## src/rtl/mem_loader.sv

```systemverilog
// Byte-stream to 32-bit RAM write-port loader: packs four bytes little-endian per word.
// Optional running checksum of written words when MEM_LOADER_CHECKSUM_EN is defined.
module mem_loader #(
  parameter int unsigned ADDR_W = 9,
  parameter int unsigned LEN_W  = 10
) (
  input  logic              clk,
  input  logic              rst,
  input  logic              start,
  input  logic [LEN_W-1:0]  len_words,
  input  logic              s_valid,
  input  logic [7:0]        s_data,
  output logic              s_ready,
  output logic              ena,
  output logic              wea,
  output logic [ADDR_W-1:0] addra,
  output logic [31:0]       dina,
  output logic              busy,
  output logic              done,
  output logic [LEN_W-1:0]  words_written,
  output logic [31:0]       checksum
);

  typedef enum logic [1:0] {StIdle, StRecv, StWrite, StDone} state_e;

  // Largest load that fits the RAM without the address wrapping.
  localparam logic [LEN_W-1:0] MaxLen = LEN_W'(64'(1) << ADDR_W);

  state_e              state_q;
  logic [LEN_W-1:0]    len_q;
  logic [LEN_W-1:0]    ww_q;
  logic [ADDR_W-1:0]   addr_q;
  logic [31:0]         word_q;
  logic [1:0]          idx_q;
  logic [LEN_W-1:0]    len_clamped;
  logic [LEN_W-1:0]    ww_next;

  assign len_clamped = (len_words > MaxLen) ? MaxLen : len_words;
  assign ww_next     = ww_q + LEN_W'(1);

  always_ff @(posedge clk) begin
    if (rst) begin
      state_q <= StIdle;
      len_q   <= '0;
      ww_q    <= '0;
      addr_q  <= '0;
      word_q  <= '0;
      idx_q   <= '0;
    end else begin
      unique case (state_q)
        StIdle: begin
          if (start) begin
            len_q   <= len_clamped;
            addr_q  <= '0;
            idx_q   <= '0;
            ww_q    <= '0;
            state_q <= (len_clamped == '0) ? StDone : StRecv;
          end
        end
        StRecv: begin
          if (s_valid) begin
            word_q[{idx_q, 3'b000} +: 8] <= s_data;
            idx_q <= idx_q + 2'd1;
            if (idx_q == 2'd3) state_q <= StWrite;
          end
        end
        StWrite: begin
          addr_q  <= addr_q + ADDR_W'(1);
          ww_q    <= ww_next;
          state_q <= (ww_next == len_q) ? StDone : StRecv;
        end
        StDone: state_q <= StIdle;
        default: state_q <= StIdle;
      endcase
    end
  end

  // Handshake and strobes decode from the state register only.
  assign s_ready       = (state_q == StRecv);
  assign ena           = (state_q == StWrite);
  assign wea           = ena;
  assign busy          = (state_q != StIdle);
  assign done          = (state_q == StDone);
  assign addra         = addr_q;
  assign dina          = word_q;
  assign words_written = ww_q;

`ifdef MEM_LOADER_CHECKSUM_EN
  logic [31:0] csum_q;

  always_ff @(posedge clk) begin
    if (rst) begin
      csum_q <= '0;
    end else if (state_q == StIdle && start) begin
      csum_q <= '0;
    end else if (state_q == StWrite) begin
      csum_q <= csum_q + word_q;
    end
  end

  assign checksum = csum_q;
`else
  assign checksum = 32'h0;
`endif

endmodule

```

## config.mk

```make
export PLATFORM = sky130hd
export DESIGN_NAME = mem_loader
export DESIGN_NICKNAME = d
export VERILOG_FILES = /design/src/rtl/mem_loader.sv
export SDC_FILE = /design/constraint.sdc
export NUM_CORES = 1
export LEC_CHECK = 0
export ABC_AREA = 1
export BUFFER_PORTS_ARGS = -buffer_cell sky130_fd_sc_hd__buf_2
export CELL_PAD_IN_SITES_DETAIL_PLACEMENT = 0
export CELL_PAD_IN_SITES_GLOBAL_PLACEMENT = 2
export CORE_MARGIN = 8
export CORE_UTILIZATION = 27
export CTS_CLUSTER_DIAMETER = 100
export CTS_CLUSTER_SIZE = 20
export DETAILED_ROUTE_END_ITERATION = 8
export PLACE_DENSITY = 0.83
export SLEW_MARGIN = 20
export SYNTH_ARGS = -nofsm -noshare
export SYNTH_HDL_FRONTEND = slang
export SYNTH_SLANG_ARGS = --single-unit
export TNS_END_PERCENT = 20
```

## constraint.sdc

```tcl
create_clock -name clk -period 2.3 [get_ports clk]
set_input_delay 0.23 -clock clk [delete_from_list [all_inputs] [get_ports clk]]
set_output_delay 0.23 -clock clk [all_outputs]
set_load 0.005 [all_outputs]
```

==> summary.txt <==
Setup path
  • Slack of the worst reg-to-reg path: ~0.37 ns
  • Worst stage delay on the critical path: around 0.39 ns
  • CP arrival: approximately 2.2 ns
  • CP Class: flop to flop
  • WP buf/inv: 4
  • WP data required: between 2 and 3 ns
  • Worst path depth: 9
  • Crit path top cell by count: inv_1
  • Top delay family on crit path: simple AND/OR/NAND/NOR gates
  • Register-to-Register Path Depth: 9
  • Type of origin of the critical path: flop
  • Peak fanout along the critical path: 8
  • Crit-path cells: inv_1, ha_1, inv_1, nor2_1, buf_4, inv_1, nor2_1, nand4_1, a21oi_1
  • Crit end category: flop
  • Crit-path slowest cell: nor2_1

Power
  • Part of the power in combinational logic: between 10% and 20%
  • Maximum vdd ir drop: between 0.0003 and 0.0004 V
  • Flop pwr share: between 30% and 40%
  • Pint: 2.32 mW
  • Net Sw Frac: 25.4%
  • Leak: around 1.9 nW
  • Clock share of power: roughly half
  • Tot Pwr: 3.11 mW
  • Net Switching: ~0.79 mW
  • Power Density: around 750 nW/um2

Timing
  • Slew HR: between 60% and 70%
  • Clock Skews: between 0.007 and 0.008 ns
  • Final min period: 1.93 ns
  • Final Max Slew Viols: 0
  • Period Utilization, post-route: around 84%
  • Unrepaired setup endpoints after global routing: no
  • Final hold slack: around 0.17 ns
  • Post-Route Setup TNS: 0 ns
  • Least-Margin Pin Slew: between 0.5 and 0.6 ns
  • Final count of negative-setup-slack endpoints: 0
  • Fmax: 518 MHz
  • Final hold violations: 0

Die
  • Core footprint: approximately 12000 um2
  • I/O pin count: 110
  • Die Ht: 127 um
  • Rows: 40
  • Die Wd: between 100 and 150 um
  • Initial Utilization: 27.8%
  • Die Area: between 15000 and 20000 um2

Synthesis
  • Ys flop type: dfxtp_1
  • Ys Warns: 0
  • Sequential-to-total area share from yosys stat: 38.8%
  • Post-Synthesis Cells: approximately 480
  • Avg Cell Area, Syn: approximately 7 um2
  • Synth Cell Area: 3350 um2
  • Number of flops mapped to enable cells by yosys: 0
  • Synth unique cells: 31
  • Ys async rst share: 0%
  • #FFs+latches synth: 65

CTS
  • Longest Clk Path Bufs: 2
  • Worst skew pair latency: ~0.34 ns
  • Setup bufs post-CTS: 0
  • CTS Hold Buffers Added: 0
  • Number of buffers created by CTS: 9
  • Root Driver: clkbuf_16
  • CTS tree: done
  • CTS Sinks: 65
  • H-tree levels: 3
  • Post-CTS Resized: 0
  • Worst-path clk slew: roughly 0.05 ns

Flow run
  • Number of max-cap violations: 0

Routing
  • Total Wirelength: 9.99 mm
  • Vias: between 3000 and 4000
  • 1st-iter DRT viols: 172
  • Drt via density: approximately 4.4
  • First-pass detailed-route iteration total: 4
  • WL per Instance: ~14 um
  • Post-route DRC: 0
  • Detail Route Antenna Nets: 0

Finish
  • Final instance area: 4130 um2
  • # fillers: about 1300
  • Most common cell after layout, fill and taps aside: nand2_1
  • N_diodes: 0
  • Final net count: 586
  • Leading cell types in the layout, fill and taps excluded: nand2_1 (106), buf_2 (77), dfxtp_1 (65)
  • Area Growth Syn to Fin: 23.1%
  • Share of cells above drive strength 1: slightly below 20%

Global route
  • Grt total ovfl: 0
  • Pin count of the biggest net entering global routing: 45
  • Global-route wire length before repair: ~16 mm
  • Vias in the first global route: about 3200
  • Initial antenna violation count: 0
  • GR Util All Layers: around 12%

Worst hold path
  • Hold/Removal Path Class: input pin to flop
  • Number of cells on the worst hold path: 3

Run status
  • Outcome: complete, no violations

Placement
  • RePlAce Congestion: roughly 0.8
  • Final HPWL DP: 7.52 mm
  • Port Buf Inserts: 77
  • Placed Area: between 3000 and 4000 um2
==> final timing paths <==
check,end,startpoint
max reg2reg,dina[23],idx_q[0]
max,dina[23],idx_q[0]
min reg2reg,dina[15],dina[15]
min,len_q[4],len_words[4]
==> layer usage <==
metal | global-route usage [%] | share of wire [%] | wire, um | vias to the layer above
met4 | 3.71 | 1.3 | 125 | 0
met3 | 4.58 | 5.9 | 592 | 9
li1 | - | - | - | 1668
met5 | 0 | 0 | 0 | -
met1 | 14.2 | 46 | 4550 | 1450
met2 | 21.1 | 47 | 4720 | 73
==> sequential cells by signal, summed over array words and instances (netlist names) <==
name and flops:
len_q 10, words_written 10, idx_q 2, dina 32
state_q 2, addra 9
==> tightest hold or removal path, cell delays in order <==
cell and delay (ns):
buf_2 0.11, nand2_1 0.06, a21oi_1 0.05
==> synth_stat cells (2+ instances only) <==
master	instances	area, um2
nand2_1	106	398
dfxtp_1	65	1300
a21oi_1	61	305
nor2_1	46	173
inv_1	43	161
buf_4	34	255
nand3_1	31	155
o21ai_0	21	105
nand4_1	19	119
clkbuf_1	11	41.3
ha_1	7	87.6
a211oi_1	5	37.5
buf_2	5	25.0
inv_2	3	11.3
a31oi_1	2	12.5
nand3b_1	2	15.0
nor2_2	2	12.5
nor2_4	2	22.5
nor3_1	2	10.0
nor3b_1	2	15.0
or2_2	2	12.5
==> power by group through the flow <==
stage          clock network [mW]  registers [mW]  logic [mW]
2_1_floorplan                   0            1.22       0.290
3_3_place_gp                    0            1.22       0.386
3_5_place_dp                    0            1.22       0.388
4_1_cts                      1.56            1.20       0.390
5_1_grt                      1.62            1.20       0.438
6_report                     1.52            1.20       0.387
==> logic make-up after synthesis <==
logic type	Yosys count	share of synthesized area, %
simple gates	217	28.5
buf+inv	96	14.7
compound gates	93	14.7
flops	65	38.8
fa+ha+maj	7	2.61
xor+xnor	2	0.522
other cells	1	0.112
==> layout make-up <==
class	count	area [um2]	area share, %
Clock inverter	2	60.1	1.45
Multi-Input combinational cell	351	1680	40.6
Clock buffer	13	270	6.55
Timing Repair Buffer	84	438	10.6
Sequential cell	65	1300	31.5
Inverter	46	173	4.18
Tap cell	168	210	5.09
==> through the flow <==
step / instances / util (%) / setup WS [ns]
after CTS: 729 / 34.2 / 0.390
after detailed placement: 714 / 31.5 / 0.418
after global routing: 729 / 34.2 / 0.150
final: 729 / 34.2 / 0.368
after floorplan: 512 / - / 0.340
after global placement: 714 / 31.5 / 0.456
Power figures use the tool's default switching activity.
